## config.mk

```make
export PLATFORM = sky130hd
export DESIGN_NAME = if_stage
export DESIGN_NICKNAME = d
export VERILOG_FILES = /design/src/rtl/if_stage.sv
export SDC_FILE = /design/constraint.sdc
export NUM_CORES = 1
export LEC_CHECK = 0
export CORE_AREA = 2 2 102 104
export CTS_BUF_LIST = sky130_fd_sc_hd__clkbuf_8 sky130_fd_sc_hd__clkbuf_16
export DETAILED_ROUTE_END_ITERATION = 6
export DIE_AREA = 0 0 104 106
export DONT_BUFFER_PORTS = 1
export SLEW_MARGIN = 20
export SYNTH_ARGS = -nofsm -noshare
export SYNTH_HDL_FRONTEND = slang
export SYNTH_SLANG_ARGS = --single-unit
```

## constraint.sdc

```tcl
create_clock -name clk_50 -period 2.3 [get_ports clk_50]
set_clock_uncertainty 0.2 [all_clocks]
set_input_delay 0.46 -clock clk_50 [delete_from_list [all_inputs] [get_ports clk_50]]
set_output_delay 0.46 -clock clk_50 [all_outputs]
set_load 0.005 [all_outputs]
```

## src/rtl/if_stage.sv

```systemverilog
// ============================================================================
// if_stage -- instruction fetch stage with IF/ID pipeline register.
//
// Holds the PC, issues one fetch per cycle to a same-cycle-response
// instruction memory and captures the returned word into the IF/ID register.
// A three-state FSM (BOOT, FETCH, MISS) sequences start-up and miss retry.
// Per-edge priority: flush, then stall, then miss, then normal fetch.
//
// Optional feature: define IF_PERF_CNT_EN to build the saturating
// performance counters. Without it the counter outputs are tied to zero and
// no counter flops exist.
//
// Ports
//   clk_50      in   1   clock, rising edge
//   rst_i       in   1   asynchronous active-low reset
//   stall       in   1   load-use stall from ID: hold PC and IF/ID
//   flush       in   1   taken branch/jump: redirect PC, squash IF/ID
//   br_target   in  32   redirect address, low two bits forced to zero
//   imem_req    out  1   fetch request valid (0 only in BOOT)
//   imem_addr   out 32   fetch address (the PC register)
//   imem_rdata  in  32   instruction word for imem_addr when imem_hit=1
//   imem_hit    in   1   same-cycle response, 0 = miss, retry next cycle
//   INST        out 32   IF/ID instruction
//   PC_ID       out 32   PC of INST
//   if_valid    out  1   INST is a real fetched instruction
//   fetch_cnt   out 32   accepted fetches        (IF_PERF_CNT_EN)
//   stall_cnt   out 32   cycles stalled          (IF_PERF_CNT_EN)
//   flush_cnt   out 32   cycles flushed          (IF_PERF_CNT_EN)
// ============================================================================
module if_stage #(
   parameter logic [31:0] RESET_PC = 32'h0000_0000,
   parameter logic [31:0] NOP_INST = 32'h0000_0013
) (
   input  logic        clk_50,
   input  logic        rst_i,
   input  logic        stall,
   input  logic        flush,
   input  logic [31:0] br_target,
   output logic        imem_req,
   output logic [31:0] imem_addr,
   input  logic [31:0] imem_rdata,
   input  logic        imem_hit,
   output logic [31:0] INST,
   output logic [31:0] PC_ID,
   output logic        if_valid,
   output logic [31:0] fetch_cnt,
   output logic [31:0] stall_cnt,
   output logic [31:0] flush_cnt
);

   typedef enum logic [1:0] {BOOT, FETCH, MISS} state_t;

   state_t      state_q, state_d;
   logic [31:0] pc_q, pc_d;
   logic [31:0] inst_q, inst_d;
   logic [31:0] pcid_q, pcid_d;
   logic        valid_q, valid_d;

   assign imem_req  = (state_q != BOOT);
   assign imem_addr = pc_q;
   assign INST      = inst_q;
   assign PC_ID     = pcid_q;
   assign if_valid  = valid_q;

   always_comb begin
      state_d = state_q;
      pc_d    = pc_q;
      inst_d  = inst_q;
      pcid_d  = pcid_q;
      valid_d = valid_q;
      if (flush) begin
         // Redirect wins over everything; stall and imem_hit are ignored.
         state_d = FETCH;
         pc_d    = {br_target[31:2], 2'b00};
         inst_d  = NOP_INST;
         valid_d = 1'b0;
      end else if (state_q == BOOT) begin
         // No request issued this cycle, so IF/ID can only take a bubble.
         state_d = FETCH;
         inst_d  = NOP_INST;
         valid_d = 1'b0;
      end else begin
         state_d = imem_hit ? FETCH : MISS;
         // Under stall the IF/ID register and PC hold; a hit arriving in
         // that cycle is dropped and the same PC is refetched later.
         if (!stall) begin
            if (!imem_hit) begin
               inst_d  = NOP_INST;
               valid_d = 1'b0;
            end else begin
               inst_d  = imem_rdata;
               pcid_d  = pc_q;
               valid_d = 1'b1;
               pc_d    = pc_q + 32'd4;   // wraps FFFF_FFFC -> 0
            end
         end
      end
   end

   always_ff @(posedge clk_50 or negedge rst_i) begin
      if (!rst_i) begin
         state_q <= BOOT;
         pc_q    <= RESET_PC;
         inst_q  <= NOP_INST;
         pcid_q  <= 32'd0;
         valid_q <= 1'b0;
      end else begin
         state_q <= state_d;
         pc_q    <= pc_d;
         inst_q  <= inst_d;
         pcid_q  <= pcid_d;
         valid_q <= valid_d;
      end
   end

`ifdef IF_PERF_CNT_EN
   function automatic logic [31:0] sat_inc(input logic [31:0] v);
      return (v == 32'hFFFF_FFFF) ? v : v + 32'd1;
   endfunction

   logic        fetch_hit;
   logic [31:0] fetch_cnt_q, stall_cnt_q, flush_cnt_q;

   // Same condition under which IF/ID captures imem_rdata.
   assign fetch_hit = !flush && !stall && (state_q != BOOT) && imem_hit;

   always_ff @(posedge clk_50 or negedge rst_i) begin
      if (!rst_i) begin
         fetch_cnt_q <= 32'd0;
         stall_cnt_q <= 32'd0;
         flush_cnt_q <= 32'd0;
      end else begin
         if (fetch_hit)       fetch_cnt_q <= sat_inc(fetch_cnt_q);
         if (stall && !flush) stall_cnt_q <= sat_inc(stall_cnt_q);
         if (flush)           flush_cnt_q <= sat_inc(flush_cnt_q);
      end
   end

   assign fetch_cnt = fetch_cnt_q;
   assign stall_cnt = stall_cnt_q;
   assign flush_cnt = flush_cnt_q;
`else
   assign fetch_cnt = 32'd0;
   assign stall_cnt = 32'd0;
   assign flush_cnt = 32'd0;
`endif

endmodule
```

==> impl_metrics.toml, run 1 <==
[clocking]
cts-hold-fix-buffers = 4
clock_latency_ns = 0.36
htree_levels = 3
cts_max_path_buffers = 2
clock-root-buffer = "clkbuf_8"
cts_sinks = 95
cts_tree = "done"
clkTransAtPathRegs_ns = 0.08
cts_buffers = 9

[flow_run]
drv_cap = 0

[power]
p_int_uw = 2450
p_total_uw = 3400
clkPwrFrac_pct = 28.7
leakage_uw = 0.00245
p_switching_uw = 957
powerDensity_mw_per_mm2 = 681
ir_worst_vdd_uv = 321
combPwrFrac_pct = 12.1
netSwitchingFraction_pct = 28.1
seqPwrFrac_pct = 59.3

[worst_setup_path]
crit_arrival_ns = 2.15
worst_setup_path_end_kind = "flop"
crit_fanout = 5
crit_start = "imem_addr[7]"
reg2reg_depth = 5
crit_type = "flop to flop"
critPathCapture = "imem_addr[31]"
critPathRequiredTime_ns = 2.32
setup.reg_to_reg.worst_slack_ns = 0.17
r2r-start = "imem_addr[7]"
start_kind = "flop"
rr_endpoint = "imem_addr[31]"

[route]
avgRoutedWirePerCell_um = 16.9
first_pass_iters = 5
drc = 0
wl_um = 11400
drtAntennaViolNets = 0
drt-initial-drc-count = 161
vias_per_cell = 5.01
vias = 3384

[timing]
drv_slew = 0
holdWs_ns = -0.408
fmax_mhz = 470
worst_pin_slew_ns = 0.822
finalHoldViolations = 95
max_slew_margin_pct = 45.0
fin_crit_sh_pct = 92.6
rsz0062_at_grt = "false"
tns_ns = 0
fin_crit_ns = 2.13
setup_viol = 0

[finish]
utilization_pct = 49.9
syn_to_final_growth_pct = 2.83
antenna_cells = 0
drive_gt1_share_pct = 9.26
n_fill_cell = 994
nNetsFinal = 605

[global_route]
grt_pass1_vias = 3209
antenna_found_initial = 0
use_met1_pct = 26.0
grt_start_max_net_pins = 96
grt_first_pass_wirelength_um = 17700
grt_busiest_layer = "met2"
grt.overflow.total = 0
use_met2_pct = 33.6
grt.total_usage_pct = 20.6
met3_usage_pct = 6.56

[floorplan]
start_util_pct = 48.6
die_y_um = 106
die_width_um = 104
die_area_mm2 = 0.0110
pin_count = 263
coreArea_mm2 = 0.0100
rows = 37

[logic_synthesis]
async_reset_ff_share_pct = 100
yosys_register_bits = 95
syn_inst = 515
yosysSeqAreaShare_pct = 49.0
synth_area_mm2 = 0.00486
synth_ff_type = "dfrtp_1"
synth_area_per_cell_um2 = 9.43
synth_edf_count = 0
yosys_warnings = 0
synthDistinctLibCells = 44

[place]
dp_hpwl_um = 8000
io_buffers = 0
place.gp.congestion = 0.776

[status]
violations = "negative hold slack"
status = "finished with violations"

[hold_path]
hold_path_class = "input port to async pin"
-- per-stage QoR --
step / hold WS, ns / setup WS, ns / area, um2 / cells
2_1_floorplan: -0.0356 / 0.265 / 5230 / 614
3_3_place_gp: -0.0334 / 0.138 / 4770 / 656
3_5_place_dp: -0.0330 / 0.0955 / 4770 / 656
4_1_cts: -0.431 / 0.0783 / 4990 / 676
5_1_grt: -0.433 / 0.0203 / 4990 / 676
6_report: -0.408 / 0.171 / 4990 / 676
-- area by class of cell --
class / instances / area (um2) / area share (%)
multi-input cells: 394 / 2010 / 40.3
clock inverters: 5 / 20.0 / 0.401
inverters: 4 / 15.0 / 0.301
repair buffers: 31 / 243 / 4.86
flip-flops and latches: 95 / 2380 / 47.7
clock buffers: 11 / 151 / 3.03
well taps: 136 / 170 / 3.41
-- sequential cells by signal (all words and copies together), names as in the netlist --
| signal | cells |
|---|---|
| imem_addr | 30 |
| INST | 32 |
| state_q | 2 |
| PC_ID | 30 |
| if_valid | 1 |
-- timing repair --
item | 4_1_cts | 5_1_grt
setup buffers | 0 | 0
endpoints found under the setup margin | 0 | 2
hold endpoints to repair | 117 | 95
gates resized for setup | 0 | 1
-- synth_stat cells, types with 6 or more instances --
cell / n / share of area, %
a22o_1: 29 / 5.2
buf_4: 100 / 15
clkbuf_1: 17 / 1.3
dfrtp_1: 92 / 47
nand2_1: 134 / 10
nand3_1: 12 / 1.2
nand4_1: 12 / 1.5
nor2_1: 10 / 0.77
nor3_1: 9 / 0.93
o21ai_0: 22 / 2.3
xnor2_1: 6 / 1.1
xor2_1: 17 / 3.1
-- cells by family (layout without fill, tap and decap cells) --
kind of cell,Yosys count,after routing,synth area share [%]
AO/OA/AOI/OAI,69,69,10.3
XOR/XNOR,23,23,4.15
flip-flops,95,95,49.0
AND/OR/NAND/NOR,200,200,18.6
buffers and inverters,125,51,17.4
adder cells (fa/ha/maj),1,1,0.258
other,1,100,0.0772
multiplexers,1,1,0.206
-- worst max-delay path, stage by stage (launching register included) --
cell and delay, ns:
dfrtp_1 0.47, nand4_2 0.15, or3_1 0.41, or4_4 0.53
xor2_1 0.18, o21ai_2 0.06
-- worst min path at each step --
stage / end / slack, ns
3_3_place_gp: INST[25] / -0.03
3_5_place_dp: INST[25] / -0.03
6_report: imem_addr[21] / -0.41
4_1_cts: INST[23] / -0.43
2_1_floorplan: INST[10] / -0.04
5_1_grt: INST[23] / -0.43
-- power groups by stage --
stage | registers (uW) | logic [uW] | clock network, uW
after CTS | 2020 | 411 | 1020
after global routing | 2040 | 473 | 1090
after detailed placement | 2050 | 398 | 0
final | 2020 | 411 | 975
after floorplan | 2030 | 394 | 0
after global placement | 2050 | 387 | 0
-- metal layers --
metal | wire (um) | part of all wire (%)
met1 | 4780 | 42
met2 | 5450 | 48
met3 | 1010 | 8.9
met4 | 149 | 1.3
met5 | 0 | 0
-- cell usage in the layout, fill, tap and decap left out, types with 6 or more instances in the layout --
master,instances
xnor2_1,6
xor2_1,17
nand4_1,12
nand2_1,134
buf_4,27
a22o_1,29
nor3_1,8
inv_1,8
o21ai_0,22
clkbuf_8,11
conb_1,100
nor2_1,10
nand3_1,12
dfrtp_1,92
Power figures use the tool's default switching activity.
==> run 2: changes to the inputs <==
--- a/config.mk
+++ b/config.mk
@@ -10,7 +10,9 @@
 export DETAILED_ROUTE_END_ITERATION = 6
 export DIE_AREA = 0 0 104 106
 export DONT_BUFFER_PORTS = 1
+export GPL_TIMING_DRIVEN = 0
 export SLEW_MARGIN = 20
 export SYNTH_ARGS = -nofsm -noshare
 export SYNTH_HDL_FRONTEND = slang
 export SYNTH_SLANG_ARGS = --single-unit
+export TNS_END_PERCENT = 10
==> run 2 against run 1 <==
The run still ends with negative hold slack left. Sequential power grew 2%. First-iteration DRC count is 21% higher. Via count up 6.0%. Hold slack lost 0.0092 ns.
==> impl_metrics.toml, run 2 (same netlist as run 1, synthesis figures left out) <==
[clocking]
cts_tree = "done"
htree_levels = 3
cts_buffers = 9
clkTransAtPathRegs_ns = 0.10
cts_sinks = 95
cts-hold-fix-buffers = 1
cts_max_path_buffers = 2
clock-root-buffer = "clkbuf_8"
clock_latency_ns = 0.36

[power]
ir_worst_vdd_uv = 311
p_switching_uw = 1060
p_total_uw = 3680
seqPwrFrac_pct = 56.3
p_int_uw = 2620
powerDensity_mw_per_mm2 = 651
clkPwrFrac_pct = 31.1
leakage_uw = 0.00289
combPwrFrac_pct = 12.6
netSwitchingFraction_pct = 28.8

[floorplan]
die_y_um = 106
start_util_pct = 48.6
pin_count = 263
rows = 37
coreArea_mm2 = 0.0100
die_width_um = 104
die_area_mm2 = 0.0110

[timing]
max_slew_margin_pct = 56.8
setup_viol = 0
finalHoldViolations = 95
tns_ns = 0
fin_crit_ns = 2.23
rsz0062_at_grt = "true"
fin_crit_sh_pct = 97.1
drv_slew = 0
holdWs_ns = -0.417
worst_pin_slew_ns = 0.642
fmax_mhz = 448

[worst_setup_path]
critical_path.slowest_cell = "or4_4"
setup.reg_to_reg.worst_slack_ns = 0.07
start_kind = "flop"
crit_arrival_ns = 2.27
cp_num_buf_inv = 0
crit_type = "flop to flop"
crit_family = "simple AND/OR/NAND/NOR gates"
max_stage_delay_ns = 0.54
worst_setup_path_end_kind = "flop"
crit_fanout = 5
cp_cell_sequence = "nand3_1 -> or3_1 -> or4_4 -> xor2_1 -> o21ai_2"
critPathRequiredTime_ns = 2.34

[global_route]
antenna_found_initial = 0
grt.total_usage_pct = 22.1
grt_first_pass_wirelength_um = 19100
grt.overflow.total = 0
grt_start_max_net_pins = 96
grt_pass1_vias = 3442

[finish]
syn_to_final_growth_pct = 16.3
instances_no_fill = 767
final_cell_mix = "134 x nand2_1, 100 x buf_4, 100 x conb_1"
largest_register_ffs = 32
final_common_cell = "nand2_1"
nNetsFinal = 696
n_fill_cell = 967
drive_gt1_share_pct = 21.9
antenna_cells = 0

[status]
status = "finished with violations"
violations = "negative hold slack"

[route]
wl_um = 12300
vias = 3586
drc = 0
drt-initial-drc-count = 195
avgRoutedWirePerCell_um = 16.0
vias_per_cell = 4.68
first_pass_iters = 6
drtAntennaViolNets = 0

[place]
place_inst = 750
io_buffers = 0
dp_hpwl_um = 9420
place.gp.congestion = 0.839

[hold_path]
hold_path_class = "input port to async pin"

[flow_run]
drv_cap = 0
## run 2: layer usage
| layer | vias up | share of wire [%] | wire [um] | global-route usage [%] |
|---|---|---|---|---|
| li1 | 1755 | - | - | - |
| met1 | 1661 | 41 | 5020 | 26.7 |
| met2 | 160 | 49 | 5970 | 37.0 |
| met3 | 10 | 9.6 | 1190 | 8.89 |
| met4 | 0 | 1.0 | 126 | 5.69 |
| met5 | - | 0 | 0 | 0 |
## run 2: final cells by class
class / instances / area (um2) / share of cell area [%]
clock buffer: 10 / 138 / 2.44
timing repair buffer: 1 / 10.0 / 0.177
clock inverter: 6 / 67.6 / 1.20
inverter: 4 / 15.0 / 0.266
sequential: 95 / 2380 / 42.2
multi-input combinational: 394 / 2020 / 35.8
tap: 136 / 170 / 3.01
buffer: 121 / 838 / 14.8
## run 2: timing repair
| action | CTS | global route |
|---|---|---|
| buffers inserted | 0 | 0 |
| setup endpoints to repair | 31 | 49 |
| gates resized for setup | 4 | 10 |
| pin swaps | 0 | 1 |
| hold endpoints to repair | 96 | 95 |
## run 2: path summary, 6_finish.rpt
kind	end	depth (start not counted)	startpoint
max	imem_addr[31]	5	imem_addr[4]
min	PC_ID[30]	0	rst_i
max reg2reg	imem_addr[31]	5	imem_addr[4]
min reg2reg	PC_ID[5]	2	PC_ID[5]
max in group asynchronous	INST[1]	0	rst_i
min in group clk_50	imem_addr[24]	2	br_target[24]
## run 2: per-stage QoR
step	worst slack, ns	hold slack, ns	instance area (um2)	utilization (%)
finish	0.0671	-0.417	5650	56.5
global route	-0.0445	-0.443	5650	56.5
CTS	-0.0995	-0.433	5630	56.3
detailed placement	-0.156	-0.0316	5400	54.0
global placement	-0.129	-0.0314	5400	54.0
floorplan	0.265	-0.0356	5230	-
## run 2: worst register-to-register path, delay by kind of cell (launching register included)
family,cells,cell delay (ns)
AO/OA/AOI/OAI,1,0.06
XOR/XNOR,1,0.18
flip-flops,1,0.46
AND/OR/NAND/NOR,3,1.21
## run 2: power by group through the flow
stage	clock network, uW	logic [uW]	registers [uW]
global placement	0	440	2100
detailed placement	0	452	2100
CTS	1170	456	2070
finish	1140	464	2070
floorplan	0	394	2030
global route	1230	533	2100
